<file path="config.mk">
export PLATFORM = sky130hd
export DESIGN_NAME = pb_gesture_decoder
export DESIGN_NICKNAME = d
export VERILOG_FILES = /design/src/rtl/pb_gesture_decoder.sv
export SDC_FILE = /design/constraint.sdc
export NUM_CORES = 1
export LEC_CHECK = 0
export CORE_MARGIN = 2
export CORE_UTILIZATION = 45
export DETAILED_ROUTE_END_ITERATION = 8
export SLEW_MARGIN = 20
export SYNTH_ARGS = -nofsm -noshare
export SYNTH_HDL_FRONTEND = slang
export SYNTH_SLANG_ARGS = --single-unit
</file>
<file path="constraint.sdc">
create_clock -name clk -period 4.7 [get_ports clk]
set_input_delay 0.94 -clock clk [delete_from_list [all_inputs] [get_ports clk]]
set_output_delay 0.94 -clock clk [all_outputs]
set_load 0.05 [all_outputs]
</file>
<file path="src/rtl/pb_gesture_decoder.sv">
// pb_gesture_decoder
//   Classifies debounced push-button activity into three gestures: short press,
//   long press and double click. Timing runs on a prescaled tick so thresholds
//   are counted in ticks rather than raw clock cycles.
//
// Ports
//   clk           system clock, rising edge
//   rst_n         asynchronous active-low reset
//   pb_state      debounced button level, 1 = held
//   pb_down       1-cycle pulse on the debounced press edge
//   pb_up         1-cycle pulse on the debounced release edge
//   short_press   1-cycle pulse: single press, released early, no second press
//   long_press    1-cycle pulse: button held for LONG_TICKS ticks
//   double_click  1-cycle pulse: second press released
//   held_long     level, high while the long press is still being held
//   busy          level, high whenever a gesture is in progress
//
// Handshake: none. pb_down/pb_up are single-cycle strobes sampled on every
// clock; asserting both in the same cycle makes that cycle carry no edge.
module pb_gesture_decoder #(
    parameter int TICK_DIV     = 50000,
    parameter int LONG_TICKS   = 800,
    parameter int DCLICK_TICKS = 250,
    parameter int TMR_W        = 16
) (
    input  logic clk,
    input  logic rst_n,
    input  logic pb_state,
    input  logic pb_down,
    input  logic pb_up,
    output logic short_press,
    output logic long_press,
    output logic double_click,
    output logic held_long,
    output logic busy
);

    localparam int PW = (TICK_DIV > 2) ? $clog2(TICK_DIV) : 1;

    localparam logic [PW-1:0]    PRESC_LAST = PW'(TICK_DIV - 1);
    localparam logic [TMR_W-1:0] LONG_LAST  = TMR_W'(LONG_TICKS - 1);
    localparam logic [TMR_W-1:0] DCLK_LAST  = TMR_W'(DCLICK_TICKS - 1);

    typedef enum logic [2:0] {
        S_IDLE      = 3'd0,
        S_PRESSED   = 3'd1,
        S_LONG_HELD = 3'd2,
        S_WAIT_2ND  = 3'd3,
        S_PRESSED2  = 3'd4
    } state_t;

    state_t           state;
    state_t           state_next;
    logic [PW-1:0]    presc;
    logic [TMR_W-1:0] timer;

    logic tick;
    logic dn;
    logic up;

    logic short_d;
    logic long_d;
    logic dbl_d;
    logic held_d;
    logic busy_d;

    // Simultaneous press and release edges cancel each other out.
    assign dn   = pb_down & ~pb_up;
    assign up   = pb_up & ~pb_down;
    assign tick = (presc == PRESC_LAST);

    // State register, timebase and registered outputs.
    always_ff @(posedge clk or negedge rst_n) begin
        if (!rst_n) begin
            state        <= S_IDLE;
            presc        <= '0;
            timer        <= '0;
            short_press  <= 1'b0;
            long_press   <= 1'b0;
            double_click <= 1'b0;
            held_long    <= 1'b0;
            busy         <= 1'b0;
        end else begin
            state        <= state_next;
            short_press  <= short_d;
            long_press   <= long_d;
            double_click <= dbl_d;
            held_long    <= held_d;
            busy         <= busy_d;
            // Restart the timebase on every transition so each state measures
            // its own interval from a known phase.
            if (state_next != state) begin
                presc <= '0;
                timer <= '0;
            end else begin
                presc <= tick ? '0 : presc + 1'b1;
                if (tick && (timer != {TMR_W{1'b1}})) begin
                    timer <= timer + 1'b1;
                end
            end
        end
    end

    // Next-state logic. Release/press edges take priority over a timeout that
    // lands in the same cycle; a level that drops without a release edge means
    // an edge was lost, so the gesture is abandoned silently.
    always_comb begin
        state_next = state;
        case (state)
            S_IDLE: begin
                if (dn) state_next = S_PRESSED;
            end
            S_PRESSED: begin
                if (up)                              state_next = S_WAIT_2ND;
                else if (!pb_state)                  state_next = S_IDLE;
                else if (tick && timer == LONG_LAST) state_next = S_LONG_HELD;
            end
            S_LONG_HELD: begin
                if (up || !pb_state) state_next = S_IDLE;
            end
            S_WAIT_2ND: begin
                if (dn)                              state_next = S_PRESSED2;
                else if (tick && timer == DCLK_LAST) state_next = S_IDLE;
            end
            S_PRESSED2: begin
                if (up || !pb_state) state_next = S_IDLE;
            end
            default: state_next = S_IDLE;
        endcase
    end

    // Output decode, registered above so every pulse lands one cycle after
    // its cause. WAIT_2ND only returns to IDLE on the double-click timeout.
    always_comb begin
        short_d = (state == S_WAIT_2ND) && (state_next == S_IDLE);
        long_d  = (state == S_PRESSED)  && (state_next == S_LONG_HELD);
        dbl_d   = (state == S_PRESSED2) && up;
        held_d  = (state_next == S_LONG_HELD);
        busy_d  = (state_next != S_IDLE);
    end

endmodule
</file>
# Word-level counts from Yosys, hierarchy flattened
# Cells that the tools add are included.
# classes
n_addsub	2
n_eq_ne	10
mux	12
n_bitwise	4
reduce_logical	13
# ops
cell	n
$mux 16	4
$add 16x1->16 const B	2
$mux 3	7
$eq 16x10->1 const B	1
$eq 16x16->1 const B	1
$eq 16x8->1 const B	1
$ne 16x16->1 const B	1
$pmux 3 s4	1
$eq 3x2->1 const B	3
$logic_and 1x1->1	6
$logic_not 3->1	2
$eq 3x1->1 const B	1
$eq 3x3->1 const B	1
$ne 3x3->1	1
$reduce_bool 3->1	1
$and 1x1->1	2
$not 1->1	2
$reduce_bool 2->1	1
$reduce_or 2->1	1
$logic_not 1->1	1
$logic_or 1x1->1	1
# totals
register_bits	40
inputBits	5
out_inout_bits	5

# Logic depth before layout (Yosys ltp)
# Gate-level depths: netlist of the first run.
# logic_depth
ltp_word	8
mapped_depth	9

# Worst setup path before layout of the first run
# Ideal clock, no wire load.
# synth_path
path_type	input to register
from	input port pb_up
to	register timer[0]
t_arrival_ps	2216
t_required_ps	4629
setup_slack_ps	2413
stages	7
path_buffers	1
path_cell_list	or3b_1 a211oi_2 a211oi_2 a31oi_2 nand3_2 buf_6 nor2_1
# synth_via
elab_chain_cells	6
# synth_lines
item	line	source
start, declared	30	input logic pb_up,
$and 1x1->1 or $not 1->1 (tied branches)	69, 68	
$logic_or 1x1->1 or $and 1x1->1 (tied branches)	119, 126, 68	
$mux 3 (on tied branches)	n/a	
$pmux 3 s4 *	109	case (state)
$ne 3x3->1 *	92	if (state_next != state) begin
$mux 16 or $reduce_bool 2->1 (tied branches)	n/a	
end signal, assigned	98	timer <= timer + 1'b1;
end, declared	55	logic [TMR_W-1:0] timer;
# Mark *: on every way between the ends. The rest lies on a longest branch, timed or not.
# A chain may end at the register's enable or synchronous reset.

# Worst setup path after layout of the first run
# layout_path
from	input port pb_down
to	register timer[15]
# layout_via
elab_chain_cells	7
# layout_lines
item	line	source
start, declared	29	input logic pb_down,
$not 1->1	69	assign up = pb_up & ~pb_down;
$and 1x1->1	69	
$logic_or 1x1->1	119, 126	
$mux 3	119, 126	
$pmux 3 s4 *	109	
$ne 3x3->1 *	92	
$mux 16 or $reduce_bool 2->1 (tied branches)	n/a	
# Marked as above.

==> results of run 1 <==
[routing by layer]
metal	wire [um]	vias to the layer above
met3	108	2
met2	1890	22
li1	-	814
met4	22	0
met5	0	-
met1	2160	771
[power by group through the flow]
stage | logic [mW] | clock network, mW | registers (mW)
global placement | 0.256 | 0 | 0.414
floorplan | 0.210 | 0 | 0.420
global route | 0.289 | 0.264 | 0.413
CTS | 0.260 | 0.250 | 0.407
detailed placement | 0.259 | 0 | 0.414
finish | 0.257 | 0.239 | 0.408
[worst register-to-register path, cell delays in order, from the launching register on]
cell and delay, ns:
dfrtp_1 0.44, ha_1 0.27, and4_1 0.26, a41oi_1 0.25
a211oi_2 0.10, a31oi_2 0.27, nand3_2 0.42, nor2_1 0.25
[cell families after synthesis]
kind of cell / count (synthesis)
simple gates: 123
mux: 1
flops: 40
compound gates: 20
fa+ha+maj: 3
xor+xnor: 29
buf+inv: 13
[flip-flops by register name, indices dropped and copies added (netlist names)]
register      cells
double_click      1
state             3
short_press       1
busy              1
presc            16
held_long         1
timer            16
long_press        1
[area by class of cell]
class,instances,area (um2)
fill,457,2310
multi-input combinational,176,1160
sequential,40,1000
clock buffer,7,86.3
timing repair buffer,9,85.1
tap,67,83.8
inverter,6,22.5
clock inverter,1,7.51
[worst min path at each step]
stage / start / endpoint / slack [ns] / depth (start not counted)
detailed placement: presc[0]$_DFF_PN0_ / presc[0]$_DFF_PN0_ / 0.44 / 1
global route: presc[0]$_DFF_PN0_ / presc[0]$_DFF_PN0_ / 0.49 / 1
floorplan: presc[0]$_DFF_PN0_ / presc[0]$_DFF_PN0_ / 0.43 / 1
finish: presc[0]$_DFF_PN0_ / presc[0]$_DFF_PN0_ / 0.46 / 1
global placement: presc[0]$_DFF_PN0_ / presc[0]$_DFF_PN0_ / 0.44 / 1
CTS: presc[0]$_DFF_PN0_ / presc[0]$_DFF_PN0_ / 0.46 / 1
[placed cells by master (no fill, tap or decap), types with 3 or more instances in the layout]
cell type        netlist  final
nand2_1               14     14
clkbuf_8               0      6
and3_1                 9      9
xor2_1                14     14
nor3_1                 4      4
nor2b_1                5      5
nor2_1                48     48
ha_1                   3      3
nand3_1                8      8
nand4_1               10     10
xnor2_1               15     15
clkdlybuf4s50_1        0      8
dfrtp_1               40     40
nand3b_1               3      3
inv_1                  6      6
==> impl_metrics.tcl, run 1 <==
set metrics [dict create \
    clockBufferDepth 2 \
    path_clk_slew_ns 0.08 \
    post-synth-top-count-cell "nor2_1" \
    cts_hold_buffers 0 \
    power_mw 0.905 \
    numCtsBuffers 5 \
    rsz0062_at_grt "false" \
    tritoncts "built" \
    die_w_um 74.5 \
    core_area_um2 4750 \
    worst_pin_slew_ns 0.872 \
    grt_busiest_layer "met2" \
    syn_inst 229 \
    post_cts_resized 0 \
    r2r_start "timer[0]$_DFFE_PN0P_" \
    cp-end-kind "register" \
    synthSimpleGateAreaFrac 0.309 \
    skew_ns 0.00284 \
    clock-sinks 40 \
    start_util 0.470 \
    dpl.cell_count 298 \
    fin_util 0.514 \
    internal_power_mw 0.575 \
    critPathCapture "timer[15]$_DFFE_PN0P_" \
    synth_top_cell_area_share 0.448 \
    crit_fanout 23 \
    drt_iter0_markers 92 \
    antenna_found_initial 0 \
    final-hold-violation-count 0 \
    met1_usage 0.234 \
    p_leak_nw 1.05 \
    hold_class "register to register" \
    rr_endpoint "timer[15]$_DFFE_PN0P_" \
    dr.pass1.iters 4 \
    ant_nets 0 \
    die_y_um 74.5 \
    max_freq_ghz 0.346 \
    grt_pass1_wl_mm 7.26 \
    drc 0 \
    report.final.slew_viol_count 0 \
    path_common_cell "a211oi_2" \
    viasPerCell 5.26 \
    ir_drop_mv 0.159 \
    rows 25 \
    grtUsageMet2 0.265 \
    critPathBufInv 1 \
    worstSetupPathType "input port to register" \
    io_buffer_count 9 \
    required_ns 4.90 \
    wl_per_cell_um 13.7 \
    final_area_um2 2450 \
    critical_path_depth 7 \
    critPathLaunchType "input port" \
    cp_slowest_stage_delay_ns 0.51 \
    io_pins 10 \
    hold_ws_ns 0.457 \
    dp_hpwl_mm 2.88 \
    p_seq_frac 0.451 \
    cp-startpoint "pb_down" \
    reg2reg_depth 7 \
    yosys-top-cells-count "nor2_1, dfrtp_1, xnor2_1" \
    period_needed_ns 2.89 \
    r2r_slack_ns 2.35 \
    grt_max_degree 41 \
    grt_pass1_vias 1585 \
    n_antenna_cell 0 \
    drive_above_1_share 0.100 \
    postCtsSetupBuffers 0 \
    clkPwrFrac 0.264 \
    ys_async_sr_fraction 1.00 \
    syn_area_per_cell_um2 9.75 \
    dp_slack_ns 1.49 \
    synth-main-ff-cell "dfrtp_1" \
    place_congestion 0.825 \
    ys_seq_area_frac 0.448 \
    cp_slowest_cell "clkdlybuf4s50_1" \
    finalSetupViolCount 0 \
    grt_use_total 0.169 \
    grt_use_met3 0.0447 \
    combPwrFrac 0.284 \
    place_area_um2 2350 \
    nets 246 \
    synthAdderAreaFrac 0.0168 \
    instances_no_fill 306 \
    wirelength_mm 4.18 \
    period_share 0.614 \
    htree_levels 2 \
    syn-num-nets 237 \
    p_per_area_nw_per_um2 370 \
    switching_share 0.364 \
    syn_to_final_growth_pct 9.52 \
    synth_top_family_by_area "simple AND/OR/NAND/NOR gates" \
    power.switching_mw 0.329 \
    synth-compound-area-share 0.0751 \
    synth-edff-count 0 \
    path_cells "clkdlybuf4s50_1 -> or3b_1 -> a211oi_2 -> a211oi_2 -> a31oi_2 -> nand3_2 -> nor2_1" \
    fin_ws_ns 1.81 \
    finalSetupTns_ns 0 \
    cap_violations 0 \
    slew_headroom 0.419 \
    synthTopCellsByArea "dfrtp_1, nor2_1, xnor2_1" \
    dieArea_um2 5540 \
    vias 1609 \
    synth_cell_types 49 \
    synth.cell_area_um2 2230 \
    cp_top_family "simple AND/OR/NAND/NOR gates" \
    arrival_ns 3.09 \
    overflow 0 \
    cts_root_buf "clkbuf_8" \
    yosys.area_share.xor_xnor 0.114 \
    synth_warnings 0 \
    synthMuxAreaShare 0.00504 \
    synth_largest_area_cell "dfrtp_1" \
    ys_ff_latch 40 \
    status "completed" \
    insertion_delay_ns 0.28 \
]
Note: power is estimated with default switching activity, not from simulation.
==> run 2, diff against run 1 <==
==> constraint.sdc (replaced) <==
create_clock -name clk -period 2.8 [get_ports clk]
set_input_delay 0.56 -clock clk [delete_from_list [all_inputs] [get_ports clk]]
set_output_delay 0.56 -clock clk [all_outputs]
set_load 0.05 [all_outputs]
==> run 2 against run 1 <==
  * Worst setup slack worse by 1.3 ns
  * Via count increased by 0.25%
  * Largest power group unchanged
  * Cell count is 0.98% higher
  * Power rose by 73%
==> impl_metrics.tcl, run 2 (synthesis gave the netlist of run 1 again) <==
set metrics [dict create \
    status "completed" \
    rows 25 \
    wl_per_cell_um 13.4 \
    period_share 0.824 \
    cp_slowest_stage_delay_ns 0.54 \
    die_w_um 74.5 \
    numCtsBuffers 5 \
    mostFrequentLayoutCells "nor2_1, dfrtp_1, xnor2_1, nand2_1, xor2_1" \
    slew_headroom 0.424 \
    place_area_um2 2390 \
    n_antenna_cell 0 \
    finalSetupTns_ns 0 \
    drc 0 \
    clockBufferDepth 2 \
    overflow 0 \
    syn_to_final_growth_pct 11.0 \
    crit_fanout 19 \
    rr_endpoint "busy$_DFF_PN0_" \
    cp_top_family "compound AO/OA/AOI/OAI gates" \
    vias 1613 \
    nets 249 \
    grt_pass1_wl_mm 7.08 \
    p_per_area_nw_per_um2 632 \
    cap_violations 0 \
    cp-end-kind "register" \
    final_area_um2 2480 \
    antenna_found_initial 0 \
    core_area_um2 4750 \
    worstSetupPathType "input port to register" \
    clock-sinks 40 \
    period_needed_ns 2.31 \
    cp_slowest_cell "clkdlybuf4s50_1" \
    critPathBufInv 3 \
    rsz0062_at_grt "false" \
    drive_above_1_share 0.116 \
    insertion_delay_ns 0.29 \
    ir_drop_mv 0.334 \
    arrival_ns 2.53 \
    start_util 0.470 \
    grt_max_degree 41 \
    die_y_um 74.5 \
    required_ns 3.02 \
    htree_levels 2 \
    drt_iter0_markers 88 \
    io_pins 10 \
    dieArea_um2 5540 \
    postCtsSetupBuffers 0 \
    r2r_slack_ns 0.52 \
    ant_nets 0 \
    path_clk_slew_ns 0.08 \
    p_leak_nw 1.07 \
    tritoncts "built" \
    hold_class "input port to asynchronous set/reset pin" \
    skew_ns 0.00767 \
    max_freq_ghz 0.433 \
    post_cts_resized 0 \
    reg2reg_depth 7 \
    mostFrequentLayoutCell "nor2_1" \
    io_buffer_count 9 \
    viasPerCell 5.22 \
    final-hold-violation-count 0 \
    grt_use_total 0.167 \
    finalSetupViolCount 0 \
    cts_root_buf "clkbuf_8" \
    dr.pass1.iters 4 \
    wirelength_mm 4.14 \
    worst_pin_slew_ns 0.864 \
    report.final.slew_viol_count 0 \
    dp_hpwl_mm 2.86 \
    cts_hold_buffers 0 \
    r2r_start "timer[0]$_DFFE_PN0P_" \
    path_cells "clkdlybuf4s50_1 -> inv_1 -> o41ai_1 -> a21oi_1 -> o21ai_1 -> nand3_2 -> buf_12 -> nor2_1" \
    critPathLaunchType "input port" \
    grt_pass1_vias 1507 \
    place_congestion 0.792 \
    reg.largest.list "presc x16, timer x16, state x3" \
]
## run 2: cell count changes in the layout (fill, tap and decap cells not counted), sizes merged
cell / change
clkbuf: -1
buf: +3
clkinvlp: -1
clkinv: +2
## run 2: per-stage QoR
| stage | instances | worst slack [ns] | util | hold slack [ns] | total power, mW |
|---|---|---|---|---|---|
| 2_1_floorplan | 229 | 0.793 | - | 0.264 | 1.06 |
| 3_3_place_gp | 301 | 0.196 | 0.502 | 0.451 | 1.19 |
| 3_5_place_dp | 301 | 0.175 | 0.502 | 0.446 | 1.19 |
| 4_1_cts | 309 | 0.500 | 0.522 | 0.413 | 1.59 |
| 5_1_grt | 309 | 0.336 | 0.522 | 0.468 | 1.67 |
| 6_report | 309 | 0.492 | 0.522 | 0.373 | 1.57 |
## run 2: worst max-delay path by stage
stage,start,endpoint,slack [ns],cells past startpoint
after floorplan,timer[0]$_DFFE_PN0P_,busy$_DFF_PN0_,0.79,7
after global routing,pb_state,timer[2]$_DFFE_PN0P_,0.34,8
after global placement,pb_down,presc[3]$_DFF_PN0_,0.20,7
final,pb_state,timer[0]$_DFFE_PN0P_,0.49,8
after CTS,pb_down,timer[3]$_DFFE_PN0P_,0.50,8
after detailed placement,pb_down,presc[0]$_DFF_PN0_,0.18,7
## run 2: layout make-up
| cell class | instances | area [um2] |
|---|---|---|
| clock buffers | 6 | 82.6 |
| clock inverters | 2 | 10.0 |
| fillers | 461 | 2270 |
| inverters | 6 | 22.5 |
| multi-input cells | 176 | 1160 |
| flip-flops and latches | 40 | 1000 |
| well taps | 67 | 83.8 |
| repair buffers | 12 | 120 |
## run 2: routing by layer
layer,routed length [um],GRT usage,up-vias
met4,51,0.0655,0
met5,0,0,-
li1,-,-,814
met2,1860,0.253,27
met3,142,0.0366,5
met1,2090,0.233,767
## run 2: power breakdown
group          internal [mW]  switching, mW
Combinational          0.188          0.297
Clock                  0.197          0.200
Sequential             0.625         0.0608
## run 2: worst register-to-register path, cell delays in order, from the launching register on
cell and delay, ns:
dfrtp_1 0.43, ha_1 0.26, and4_1 0.26, and4_1 0.19, nor4b_1 0.14, o21ai_0 0.27
a21boi_2 0.26, or3b_1 0.35
==> run 3, diff against run 2 <==
==> constraint.sdc (replaced) <==
create_clock -name clk -period 2.22 [get_ports clk]
set_input_delay 0.444 -clock clk [delete_from_list [all_inputs] [get_ports clk]]
set_output_delay 0.444 -clock clk [all_outputs]
set_load 0.05 [all_outputs]
==> run 3 against run 2 <==
  * Critical endpoint is now timer[4]$_DFFE_PN0P_
  * Global-route usage grew 2.1 points
  * Critical path depth is the same
  * Cell count grew 7.8%
  * Worst setup slack lost 0.39 ns
  * Die area is the same
  * Sequential power grew 21%
  * Wire length grew 6.7%
  * Sequential share of layout area shrank 2.9 points
  * First-iteration DRC count grew 2.3%
  * Largest power group unchanged
  * Worst hold slack lost 0.18 ns
  * Final area grew 7.8%
==> impl_metrics.tcl, run 3 (synthesis gave the netlist of run 1 again) <==
set metrics [dict create \
    status "completed" \
    crit_fanout 19 \
    grt_max_degree 41 \
    antenna_found_initial 0 \
    overflow 0 \
    period_share 0.953 \
    insertion_delay_ns 0.29 \
    arrival_ns 2.34 \
    instances_no_fill 333 \
    wl_per_cell_um 13.3 \
    dp_hpwl_mm 3.14 \
    period_needed_ns 2.11 \
    rsz0062_at_grt "true" \
    htree_levels 2 \
    slew_headroom 0.666 \
    nets 273 \
    wirelength_mm 4.42 \
    mostFrequentLayoutCell "nor2_1" \
    cts_root_buf "clkbuf_8" \
    n_antenna_cell 0 \
    grt_use_total 0.187 \
    clock-sinks 40 \
    cp_slowest_cell "clkdlybuf4s50_1" \
    io_pins 10 \
    drt_iter0_markers 90 \
    worst_pin_slew_ns 0.502 \
    post_cts_resized 0 \
    viasPerCell 5.08 \
    tritoncts "built" \
    ir_drop_mv 0.351 \
    mostFrequentLayoutCells "nor2_1, dfrtp_1, buf_4, xnor2_1" \
    critPathLaunchType "input port" \
    numCtsBuffers 5 \
    dieArea_um2 5540 \
    report.final.slew_viol_count 0 \
    worstSetupPathType "input port to register" \
    place_congestion 0.866 \
    p_leak_nw 1.19 \
    grt_pass1_vias 1678 \
    grt_pass1_wl_mm 7.82 \
    clockBufferDepth 2 \
    drc 0 \
    drive_above_1_share 0.192 \
    ant_nets 0 \
    rows 25 \
    vias 1693 \
    core_area_um2 4750 \
    max_freq_ghz 0.473 \
    p_per_area_nw_per_um2 787 \
    path_cells "clkdlybuf4s50_1 -> inv_1 -> o41ai_1 -> a21oi_1 -> o21ai_1 -> nand3_2 -> buf_12 -> nor2_1" \
    required_ns 2.44 \
    path_clk_slew_ns 0.08 \
    cp_slowest_stage_delay_ns 0.52 \
    finalSetupViolCount 0 \
    dr.pass1.iters 4 \
    cp-end-kind "register" \
    reg.largest.list "presc x16, timer x16, state x3" \
    final-hold-violation-count 0 \
    fill_cells 447 \
    die_w_um 74.5 \
    postCtsSetupBuffers 0 \
    start_util 0.470 \
    dpl.cell_count 325 \
    cap_violations 0 \
    cts_hold_buffers 0 \
    syn_to_final_growth_pct 19.7 \
    skew_ns 0.00726 \
    place_area_um2 2570 \
    final_area_um2 2670 \
    die_y_um 74.5 \
    io_buffer_count 9 \
    hold_class "input port to asynchronous set/reset pin" \
]
## run 3: worst paths after layout
kind / startpoint / endpoint / slack (ns) / cells past startpoint
setup / recovery: pb_state / timer[4]$_DFFE_PN0P_ / 0.11 / 8
hold / removal: rst_n / presc[10]$_DFF_PN0_ / 0.19 / 2
setup reg to reg: timer[0]$_DFFE_PN0P_ / busy$_DFF_PN0_ / 0.15 / 7
hold reg to reg: presc[0]$_DFF_PN0_ / presc[0]$_DFF_PN0_ / 0.47 / 1
max in group asynchronous: rst_n / timer[6]$_DFFE_PN0P_ / 1.67 / 2
min in group clk: presc[0]$_DFF_PN0_ / presc[0]$_DFF_PN0_ / 0.47 / 1
## run 3: worst max-delay path, delay by kind of cell
family / cells / cell delay, ns
simple gates: 2 / 0.26
compound gates: 3 / 0.84
buf+inv: 3 / 0.78
## run 3: layer usage
| metal | global-route usage | vias to the layer above | part of all wire |
|---|---|---|---|
| met5 | 0 | - | 0 |
| met4 | 0.0476 | 0 | 0.012 |
| met3 | 0.0569 | 5 | 0.029 |
| met2 | 0.292 | 20 | 0.46 |
| met1 | 0.256 | 799 | 0.50 |
| li1 | - | 869 | - |
## run 3: metrics by stage
stage	TNS, ns	total power [mW]	setup slack (ns)	utilization	hold WS [ns]
after global placement	-4.65	1.62	-0.173	0.540	0.451
after floorplan	0	1.33	0.213	-	0.148
after CTS	0	2.13	0.0739	0.559	0.213
final	0	2.10	0.105	0.562	0.191
after global routing	-0.158	2.25	-0.0439	0.562	0.249
after detailed placement	-5.47	1.62	-0.196	0.540	0.455
## run 3: area by class of cell
| class | count | area, um2 | area share |
|---|---|---|---|
| Multi-Input combinational cell | 176 | 1170 | 0.440 |
| Tap cell | 67 | 83.8 | 0.0314 |
| Clock buffer | 8 | 90.1 | 0.0337 |
| Sequential cell | 40 | 1000 | 0.375 |
| Timing Repair Buffer | 36 | 300 | 0.112 |
| Inverter | 6 | 22.5 | 0.00843 |
## run 3: power by group
group | switching (mW) | total (mW) | internal [mW]
clock network | 0.249 | 0.503 | 0.254
registers | 0.0380 | 0.827 | 0.789
logic | 0.440 | 0.774 | 0.334
total | 0.727 | 2.10 | 1.38
